### src/rtl/hdmi_pkg.sv
// Shared HDMI period codes, preamble control patterns and island segment lengths.
package hdmi_pkg;

  typedef enum logic [2:0] {
    P_CONTROL = 3'd0,
    P_VID_PRE = 3'd1,
    P_VID_GB  = 3'd2,
    P_VIDEO   = 3'd3,
    P_DI_PRE  = 3'd4,
    P_DI_GBL  = 3'd5,
    P_DI_DATA = 3'd6,
    P_DI_GBT  = 3'd7
  } period_e;

  typedef enum logic [2:0] {
    ST_IDLE,
    ST_PRE,
    ST_GBL,
    ST_DATA,
    ST_GBT
  } isl_st_e;

  localparam logic [3:0] CTL_NONE    = 4'b0000;
  localparam logic [3:0] CTL_VID_PRE = 4'b0001;
  localparam logic [3:0] CTL_DI_PRE  = 4'b0101;

  localparam int PRE_LEN = 8;
  localparam int GB_LEN  = 2;
  localparam int PKT_LEN = 32;

  function automatic logic [3:0] ctl_of(period_e p);
    case (p)
      P_VID_PRE: return CTL_VID_PRE;
      P_DI_PRE:  return CTL_DI_PRE;
      default:   return CTL_NONE;
    endcase
  endfunction

endpackage

### src/rtl/hdmi_period_scheduler_if.sv
// Packet handshake between the upstream packet source and the period scheduler.
interface hdmi_period_scheduler_if;
  logic       pkt_valid;
  logic       pkt_ready;
  logic [4:0] pkt_idx;

  modport master (output pkt_valid, input pkt_ready, input pkt_idx);
  modport slave  (input pkt_valid, output pkt_ready, output pkt_idx);
endinterface

### src/rtl/hdmi_timing_counter.sv
// Raster counters with wrap, next-line-active flag and sync decode for the pixel
// about to be registered by the scheduler's output stage.
module hdmi_timing_counter #(
  parameter int H_TOTAL  = 800,
  parameter int HS_START = 656,
  parameter int HS_END   = 752,
  parameter int V_ACTIVE = 480,
  parameter int V_TOTAL  = 525,
  parameter int VS_START = 490,
  parameter int VS_END   = 492
) (
  input  logic       pixclk,
  input  logic       rst_n,
  output logic [9:0] tx,
  output logic [9:0] ty,
  output logic       nxt_act,
  output logic       hs,
  output logic       vs
);

  always_ff @(posedge pixclk or negedge rst_n) begin
    if (!rst_n) begin
      tx <= 10'd0;
      ty <= 10'd0;
    end else if (tx == 10'(H_TOTAL-1)) begin
      tx <= 10'd0;
      ty <= (ty == 10'(V_TOTAL-1)) ? 10'd0 : ty + 10'd1;
    end else begin
      tx <= tx + 10'd1;
    end
  end

  // The line after the last one wraps to line 0, which is always active.
  assign nxt_act = (ty == 10'(V_TOTAL-1)) || (ty < 10'(V_ACTIVE-1));
  assign hs      = (tx >= 10'(HS_START)) && (tx < 10'(HS_END));
  assign vs      = (ty >= 10'(VS_START)) && (ty < 10'(VS_END));

endmodule

### src/rtl/hdmi_period_scheduler.sv
// Per-pixel TMDS period sequencer: raster, video preamble/guard band and the
// data-island FSM that pulls 32-pixel packets from upstream.
module hdmi_period_scheduler
  import hdmi_pkg::*;
#(
  parameter int H_ACTIVE = 640,
  parameter int H_TOTAL  = 800,
  parameter int HS_START = 656,
  parameter int HS_END   = 752,
  parameter int V_ACTIVE = 480,
  parameter int V_TOTAL  = 525,
  parameter int VS_START = 490,
  parameter int VS_END   = 492,
  parameter int DI_GAP   = 4,
  parameter int MAX_PKTS = 2
) (
  input  logic                          pixclk,
  input  logic                          rst_n,
  hdmi_period_scheduler_if.slave        pkt,
  output logic [2:0]                    period,
  output logic [3:0]                    ctl,
  output logic                          hsync,
  output logic                          vsync,
  output logic [9:0]                    cx,
  output logic [9:0]                    cy
);

  localparam logic [9:0] DI_START   = 10'(H_ACTIVE + DI_GAP);
  localparam logic [9:0] VPRE_START = 10'(H_TOTAL - PRE_LEN - GB_LEN);
  localparam logic [9:0] VGB_START  = 10'(H_TOTAL - GB_LEN);

  if (MAX_PKTS < 1 || MAX_PKTS > 3 ||
      H_ACTIVE + DI_GAP + 12 + PKT_LEN*MAX_PKTS + 12 + 10 > H_TOTAL) begin : g_param_chk
    $error("hdmi_period_scheduler: data island does not fit in horizontal blanking");
  end

  logic [9:0] tx, ty;
  logic       nla, hs, vs;

  hdmi_timing_counter #(
    .H_TOTAL (H_TOTAL),  .HS_START(HS_START), .HS_END(HS_END),
    .V_ACTIVE(V_ACTIVE), .V_TOTAL (V_TOTAL),
    .VS_START(VS_START), .VS_END  (VS_END)
  ) u_tc (
    .pixclk (pixclk), .rst_n(rst_n),
    .tx     (tx),     .ty   (ty),
    .nxt_act(nla),    .hs   (hs),   .vs(vs)
  );

  // Registered FSM state describes the pixel on the outputs; the counter already
  // holds the next pixel, so *_nxt is the decode for that next pixel.
  isl_st_e    st, st_nxt;
  logic [2:0] ph, ph_nxt;
  logic [4:0] idx, idx_nxt;
  logic [1:0] npkt, npkt_nxt;
  period_e    per_nxt;
  logic       rdy;

  always_ff @(posedge pixclk or negedge rst_n) begin
    if (!rst_n) begin
      st   <= ST_IDLE;
      ph   <= 3'd0;
      idx  <= 5'd0;
      npkt <= 2'd0;
    end else begin
      st   <= st_nxt;
      ph   <= ph_nxt;
      idx  <= idx_nxt;
      npkt <= npkt_nxt;
    end
  end

  always_comb begin
    st_nxt   = st;
    ph_nxt   = ph;
    idx_nxt  = 5'd0;
    npkt_nxt = npkt;
    case (st)
      ST_IDLE: begin
        ph_nxt   = 3'd0;
        npkt_nxt = 2'd0;
        if (tx == DI_START && pkt.pkt_valid) st_nxt = ST_PRE;
      end
      ST_PRE:
        if (ph == 3'(PRE_LEN-1)) begin
          st_nxt = ST_GBL;
          ph_nxt = 3'd0;
        end else ph_nxt = ph + 3'd1;
      ST_GBL:
        if (ph == 3'(GB_LEN-1)) begin
          st_nxt   = ST_DATA;
          ph_nxt   = 3'd0;
          npkt_nxt = 2'd1;
        end else ph_nxt = ph + 3'd1;
      ST_DATA:
        // pkt_valid seen while pkt_ready is on the outputs chains the next packet
        if (idx == 5'(PKT_LEN-1)) begin
          if (pkt.pkt_valid && npkt < 2'(MAX_PKTS)) npkt_nxt = npkt + 2'd1;
          else st_nxt = ST_GBT;
        end else idx_nxt = idx + 5'd1;
      ST_GBT:
        if (ph == 3'(GB_LEN-1)) begin
          st_nxt = ST_IDLE;
          ph_nxt = 3'd0;
        end else ph_nxt = ph + 3'd1;
      default: st_nxt = ST_IDLE;
    endcase

    per_nxt = P_CONTROL;
    case (st_nxt)
      ST_PRE:  per_nxt = P_DI_PRE;
      ST_GBL:  per_nxt = P_DI_GBL;
      ST_DATA: per_nxt = P_DI_DATA;
      ST_GBT:  per_nxt = P_DI_GBT;
      default:
        if (tx < 10'(H_ACTIVE) && ty < 10'(V_ACTIVE)) per_nxt = P_VIDEO;
        else if (nla && tx >= VPRE_START && tx < VGB_START) per_nxt = P_VID_PRE;
        else if (nla && tx >= VGB_START) per_nxt = P_VID_GB;
    endcase
  end

  always_ff @(posedge pixclk or negedge rst_n) begin
    if (!rst_n) begin
      period <= P_CONTROL;
      ctl    <= CTL_NONE;
      hsync  <= 1'b0;
      vsync  <= 1'b0;
      cx     <= 10'd0;
      cy     <= 10'd0;
      rdy    <= 1'b0;
    end else begin
      period <= per_nxt;
      ctl    <= ctl_of(per_nxt);
      hsync  <= hs;
      vsync  <= vs;
      cx     <= tx;
      cy     <= ty;
      rdy    <= (st_nxt == ST_DATA) && (idx_nxt == 5'(PKT_LEN-1));
    end
  end

  assign pkt.pkt_ready = rdy;
  assign pkt.pkt_idx   = idx;

endmodule

### src/flat_wrapper.sv
// flat-port wrapper written by rule: the top's interface ports become plain ports
module hdmi_period_scheduler_flat import hdmi_pkg::*;
#(
  parameter int H_ACTIVE = 640,
  parameter int H_TOTAL  = 800,
  parameter int HS_START = 656,
  parameter int HS_END   = 752,
  parameter int V_ACTIVE = 480,
  parameter int V_TOTAL  = 525,
  parameter int VS_START = 490,
  parameter int VS_END   = 492,
  parameter int DI_GAP   = 4,
  parameter int MAX_PKTS = 2
)
  (pixclk, rst_n, period, ctl, hsync, vsync, cx, cy, pkt_pkt_valid, pkt_pkt_ready, pkt_pkt_idx);
  hdmi_period_scheduler_if pkt_i ();
  input  logic pixclk;
  input  logic rst_n;
  output logic [2:0] period;
  output logic [3:0] ctl;
  output logic hsync;
  output logic vsync;
  output logic [9:0] cx;
  output logic [9:0] cy;
  input wire logic [$bits(pkt_i.pkt_valid)-1:0] pkt_pkt_valid;
  output wire logic [$bits(pkt_i.pkt_ready)-1:0] pkt_pkt_ready;
  output wire logic [$bits(pkt_i.pkt_idx)-1:0] pkt_pkt_idx;
  assign pkt_i.pkt_valid = pkt_pkt_valid;
  assign pkt_pkt_ready = pkt_i.pkt_ready;
  assign pkt_pkt_idx = pkt_i.pkt_idx;
  hdmi_period_scheduler #(.H_ACTIVE(H_ACTIVE), .H_TOTAL(H_TOTAL), .HS_START(HS_START), .HS_END(HS_END), .V_ACTIVE(V_ACTIVE), .V_TOTAL(V_TOTAL), .VS_START(VS_START), .VS_END(VS_END), .DI_GAP(DI_GAP), .MAX_PKTS(MAX_PKTS)) u_core (.pixclk(pixclk), .rst_n(rst_n), .pkt(pkt_i), .period(period), .ctl(ctl), .hsync(hsync), .vsync(vsync), .cx(cx), .cy(cy));
endmodule
### config.mk
export PLATFORM = sky130hd
export DESIGN_NAME = hdmi_period_scheduler_flat
export DESIGN_NICKNAME = d
export VERILOG_FILES = /design/src/rtl/hdmi_pkg.sv /design/src/rtl/hdmi_period_scheduler_if.sv /design/src/rtl/hdmi_timing_counter.sv /design/src/rtl/hdmi_period_scheduler.sv /design/src/flat_wrapper.sv
export SDC_FILE = /design/constraint.sdc
export NUM_CORES = 1
export LEC_CHECK = 0
export ABC_CLOCK_PERIOD_IN_PS = 1900
export CAP_MARGIN = 15
export CORE_ASPECT_RATIO = 1.4
export CORE_UTILIZATION = 49
export DETAILED_ROUTE_END_ITERATION = 16
export HOLD_SLACK_MARGIN = 0.08
export PLACE_DENSITY = 0.76
export SYNTH_ARGS = -nofsm -noshare
export SYNTH_HDL_FRONTEND = slang
export SYNTH_SLANG_ARGS = --single-unit
### constraint.sdc
create_clock -name pixclk -period 1.9 [get_ports pixclk]
set_input_delay 0.19 -clock pixclk [delete_from_list [all_inputs] [get_ports pixclk]]
set_output_delay 0.19 -clock pixclk [all_outputs]
set_load 0.02 [all_outputs]
==> impl_metrics.tcl, run 1 <==
set metrics [dict create \
    grt_use_total_pct 21.7 \
    crit_path_max_fanout 5 \
    synth-simple-area-share_pct 21.3 \
    path_delay_family "compound AO/OA/AOI/OAI gates" \
    finalNetCount 314 \
    die_y_um 89.9 \
    ys_warn_count 0 \
    mostFrequentLayoutCell "dfrtp_1" \
    die_w_um 64.8 \
    syn_avg_cell_area_um2 11.2 \
    p_clk_share_pct 43.5 \
    numCtsBuffers 9 \
    totalWireLength_um 5640 \
    top_layer "met4" \
    critical-path-max-stage-delay_ns 0.41 \
    first_iter_violations 143 \
    synth_top_cell_by_area "dfrtp_1" \
    area_growth_pct 30.4 \
    dp_slack_ns -0.000724 \
    synth_flop_cell "dfrtp_1" \
    fmax_ghz 0.544 \
    coreArea_um2 5240 \
    slew_viol_final 0 \
    final_layout_size_suffix_gt1_share_pct 19.0 \
    cts.sinks 61 \
    grt_pass1_wl_um 9430 \
    route.met2.wl_um 3090 \
    postLayoutCoreUtil_pct 67.4 \
    skew_ns 0.00513 \
    grt_overflow 0 \
    timing.final.ws_setup_ns 0.0624 \
    endpoint_kind "register" \
    cts_max_level 3 \
    cp_common_cell "and3_4" \
    ant_nets 0 \
    clockBufferDepth 2 \
    viasPerCell 5.48 \
    period_share_pct 96.7 \
    synth_seq_cells 61 \
    p_seq_share_pct 54.9 \
    status "completed" \
    wl_met3_um 166 \
    worst-r2r-setup-slack_ns 0.06 \
    syn_inst 241 \
    yosys-top-cells-area "dfrtp_1 (56%), ha_1 (4.6%), o21ai_0 (2.6%), and3_1 (2.1%), nand2_1 (1.9%)" \
    antenna_found_initial 0 \
    setup_tns_ns 0 \
    num_antenna_cells 0 \
    drv_cap 0 \
    gp_congestion 0.866 \
    wl_met1_um 2280 \
    initial_core_util_pct 51.7 \
    clockRootBuffer "clkbuf_8" \
    synthAdderAreaFrac_pct 5.36 \
    cp_cell_sequence "ha_2, and3_4, ha_4, and3_4, a221oi_4, a211o_1, nand3_1" \
    relSlewSlack_pct 66.5 \
    path_clk_slew_ns 0.06 \
    grt_max_degree 62 \
    muxShareOfSynthArea_pct 1.25 \
    dr_total_vias 2037 \
    criticalPathCategory "register to register" \
    min_path_type "input pin to async pin" \
    rows 31 \
    power_density_nw_per_um2 671 \
    cts_tree "built" \
    final_cell_mix "dfrtp_1 (58), clkdlybuf4s50_1 (34), buf_4 (21), nand2_1 (14), o21ai_0 (14)" \
    hold_slack_ns 0.402 \
    clock_latency_ns 0.33 \
    dr.pass1.iters 4 \
    synth_cell_types 49 \
    dp_hpwl_um 3760 \
    synth_top_family_by_area "simple AND/OR/NAND/NOR gates" \
    die_area_um2 5830 \
    layout_min_cycle_time_ns 1.84 \
    cp_data_arrival_time_ns 2.05 \
    synth_top_area_share_pct 56.4 \
    p_sw_share_pct 20.3 \
    io_buffers 35 \
    cp_slowest_cell "dfrtp_2" \
    pwr-share-comb_pct 1.7 \
    leakage_nw 1.59 \
    grt_pass1_vias 2016 \
    path_buf_inv 0 \
    syn_area_um2 2710 \
    critPathRequiredTime_ns 2.11 \
    io_pins 38 \
    ir_drop_mv 0.627 \
    drt-wirelength-per-cell_um 15.2 \
    rsz0062_at_grt "true" \
    tightest_slew_ns 0.503 \
    yosysSeqAreaShare_pct 56.4 \
    synth-xor-area-share_pct 3.24 \
    drcViolationCount 0 \
    p_int_w 0.00189 \
    startpoint_type "register" \
    power_switching_w 0.000480 \
    hold_viol_final 0 \
    synth_compound_area_share_pct 8.97 \
    async_flop_share_pct 100 \
    setup_viol 0 \
    synth_edf_count 0 \
]
[worst register-to-register path, cell delays in order, from the launching register on]
cell	delay [ns]
dfrtp_2	0.41
ha_2	0.20
and3_4	0.19
ha_4	0.18
and3_4	0.16
a221oi_4	0.33
a211o_1	0.19
nand3_1	0.07
[per-layer routing]
layer	GRT usage, %	vias to the layer above
met3	6.47	10
met2	37.5	41
li1	-	981
met1	24.4	1005
met4	8.33	0
met5	0	-
[per-stage QoR]
step | cells | total power [W] | instance area [um2]
detailed placement | 352 | 0.00136 | 3260
floorplan | 242 | 0.00133 | 2730
global route | 372 | 0.00246 | 3530
finish | 372 | 0.00237 | 3530
CTS | 370 | 0.00240 | 3480
global placement | 352 | 0.00136 | 3260
[cells by family (layout without fill, tap and decap cells)]
group,after synthesis,after routing
xor gates and xnor gates,10,10
adders and majority gates,12,12
and+or+nand+nor,92,92
DFF,61,61
muxes,3,3
buffers and inverters,21,85
other,1,2
AOI/OAI and AO/OA,41,41
[state kept, by name, indices dropped and copies added, names as in the netlist, 2 cells and up]
register	count
u_core.period	3
u_core.cx	10
u_core.u_tc.tx	10
u_core.ph	3
u_core.cy	10
u_core.st	3
u_core.u_tc.ty	10
u_core.npkt	2
u_core.pkt.pkt_idx	5
u_core.ctl	2
[area by class of cell]
| class | instances | area (um2) |
|---|---|---|
| clock buffers | 15 | 176 |
| inverters | 11 | 41.3 |
| repair buffers | 58 | 533 |
| well taps | 66 | 82.6 |
| flip-flops and latches | 61 | 1530 |
| clock inverters | 1 | 5.00 |
| fillers | 411 | 1710 |
| multi-input cells | 160 | 1160 |
[final timing paths]
check	start	endpoint	cells after the start
max	u_core.pkt.pkt_idx[0]	u_core.period[1]	7
min	rst_n	u_core.pkt.pkt_idx[2]	3
max reg2reg	u_core.pkt.pkt_idx[0]	u_core.period[1]	7
min reg2reg	u_core.u_tc.ty[0]	u_core.cy[0]	0
max in group asynchronous	rst_n	u_core.u_tc.tx[4]	3
min in group pixclk	u_core.u_tc.ty[0]	u_core.cy[0]	0
[Yosys cell counts, drive strengths merged (3+ instances only)]
master,number
buf,4
nor2b,4
mux2,3
xnor2,4
nand2,14
nand3,10
or3,3
nor4,3
nor3,8
nor2,14
a21oi,5
o21ai,21
inv,11
nand2b,4
clkbuf,6
a21o,3
a31oi,4
ha,10
dfrtp,61
and3,9
xor2,6
nand4,7
[what timing repair did]
item | CTS | global route
setup buffers | 1 | 2
hold endpoints to repair | 61 | 0
hold buffers | 1 | 0
pin swaps | 2 | 5
resized for setup | 3 | 7
endpoints found under the setup margin | 3 | 4
[power by group through the flow]
stage / Clock [W] / Combinational [W] / Sequential (W)
6_report: 0.00103 / 0.0000392 / 0.00130
5_1_grt: 0.00112 / 0.0000459 / 0.00130
4_1_cts: 0.00106 / 0.0000408 / 0.00130
3_5_place_dp: 0 / 0.0000392 / 0.00132
3_3_place_gp: 0 / 0.0000386 / 0.00132
2_1_floorplan: 0 / 0.00000792 / 0.00132
Note: power is estimated with default switching activity, not from simulation.
==> run 2, diff against run 1 <==
--- a/config.mk
+++ b/config.mk
@@ -12,6 +12,7 @@
 export DETAILED_ROUTE_END_ITERATION = 16
 export HOLD_SLACK_MARGIN = 0.08
 export PLACE_DENSITY = 0.76
+export SKIP_LAST_GASP = 1
 export SYNTH_ARGS = -nofsm -noshare
 export SYNTH_HDL_FRONTEND = slang
 export SYNTH_SLANG_ARGS = --single-unit
==> impl_metrics.tcl, run 2 (synthesis gave the netlist of run 1 again) <==
set metrics [dict create \
    leakage_nw 1.59 \
    timing.rr.end "u_core.period[1]" \
    mostFrequentLayoutCell "dfrtp_1" \
    grt_pass1_wl_um 9430 \
    rsz0062_at_grt "true" \
    grt_pass1_vias 2016 \
    die_w_um 64.8 \
    postLayoutCoreUtil_pct 67.3 \
    finalPower_w 0.00237 \
    critPathRequiredTime_ns 2.12 \
    crit_path_max_fanout 5 \
    drv_cap 0 \
    clockBufferDepth 2 \
    clock_latency_ns 0.33 \
    totalWireLength_um 5600 \
    numCtsBuffers 9 \
    use_met2_pct 37.5 \
    skew_ns 0.00512 \
    worstRegToRegCells 7 \
    grt_use_total_pct 21.7 \
    layout_min_cycle_time_ns 1.85 \
    first_iter_violations 133 \
    startpoint_type "register" \
    final_cell_mix "dfrtp_1 (58), clkdlybuf4s50_1 (34), buf_4 (21), nand2_1 (14), o21ai_0 (14)" \
    ant_nets 0 \
    die_area_um2 5830 \
    criticalPathCategory "register to register" \
    grt_overflow 0 \
    die_y_um 89.9 \
    antenna_found_initial 0 \
    io_buffers 35 \
    initial_core_util_pct 51.7 \
    multi_input_area_um2 1150 \
    grtUsageMet3_pct 6.47 \
    viasPerCell 5.45 \
    top_usage_layer "met2" \
    drt-wirelength-per-cell_um 15.0 \
    final_layout_size_suffix_gt1_share_pct 18.6 \
    io_pins 38 \
    num_antenna_cells 0 \
    power_density_nw_per_um2 673 \
    rows 31 \
    min_path_type "input pin to async pin" \
    cts_tree "built" \
    coreArea_um2 5240 \
    ff_latch_area_um2 1530 \
    ir_drop_mv 0.631 \
    cts.sinks 61 \
    gp_congestion 0.866 \
    grt_max_degree 62 \
    hold_slack_ns 0.396 \
    fillers 413 \
    period_share_pct 97.5 \
    cts_max_level 3 \
    endpoint_kind "register" \
    r2r_start "u_core.pkt.pkt_idx[0]" \
    dp_hpwl_um 3760 \
    clockRootBuffer "clkbuf_8" \
    area_growth_pct 30.2 \
    cp_data_arrival_time_ns 2.07 \
    fmax_ghz 0.540 \
    path_clk_slew_ns 0.06 \
    dr.pass1.iters 4 \
    drcViolationCount 0 \
    hold_viol_final 0 \
    dr_total_vias 2029 \
    status "completed" \
    slew_viol_final 0 \
    worst-r2r-setup-slack_ns 0.05 \
    finalNetCount 314 \
    grtUsageMet1_pct 24.4 \
    setup_viol 0 \
]
-- run 2: through the flow --
stage          cell area, um2  std cells  setup WS [ns]  setup TNS [ns]
5_1_grt                  3520        372        -0.0206         -0.0212
4_1_cts                  3480        370         0.0134               0
3_3_place_gp             3260        352         0.0955               0
6_report                 3520        372         0.0467               0
2_1_floorplan            2730        242        -0.0146         -0.0146
3_5_place_dp             3260        352      -0.000724       -0.000724
-- run 2: layout make-up --
| class | count | area share, % |
|---|---|---|
| clock buffers | 15 | 5.01 |
| well taps | 66 | 2.34 |
| flip-flops and latches | 61 | 43.4 |
| clock inverters | 1 | 0.142 |
| inverters | 11 | 1.17 |
| multi-input cells | 160 | 32.8 |
| repair buffers | 58 | 15.1 |
-- run 2: power by group --
group           total, W  switching [W]  leakage (nW)  internal, W
Sequential       0.00130              0         0.814      0.00130
Clock            0.00103       0.000452        0.0937     0.000580
Combinational  0.0000390      0.0000302         0.686   0.00000879
-- run 2: critical path, stage by stage (launching register included) --
cell and delay (ns):
dfrtp_2 0.41, ha_2 0.20, and3_4 0.19, ha_4 0.17, and3_1 0.17, a221oi_4 0.34, a211o_1 0.19, nand3_1 0.07
-- run 2: how the worst max path moves through the flow --
stage          cells past startpoint  slack [ns]               end             startpoint
3_3_place_gp                       7         0.1  u_core.period[1]  u_core.pkt.pkt_idx[1]
5_1_grt                            7       -0.02  u_core.period[1]  u_core.pkt.pkt_idx[0]
4_1_cts                            7        0.01  u_core.period[1]  u_core.pkt.pkt_idx[0]
3_5_place_dp                       7     -0.0007  u_core.period[1]  u_core.pkt.pkt_idx[1]
2_1_floorplan                      8       -0.01  u_core.period[1]  u_core.pkt.pkt_idx[0]
6_report                           7        0.05  u_core.period[1]  u_core.pkt.pkt_idx[0]
-- run 2: routing by layer --
layer,vias up,routed length [um]
li1,982,-
met1,997,2280
met2,39,3080
met3,11,141
met4,0,102
met5,-,0
-- run 2: what timing repair did --
action / 4_1_cts / 5_1_grt
gates resized for setup: 3 / 6
hold endpoints to repair: 61 / 0
hold buffers: 1 / 0
pin swaps: 2 / 5
endpoints found under the setup margin: 3 / 4
setup buffers: 1 / 2
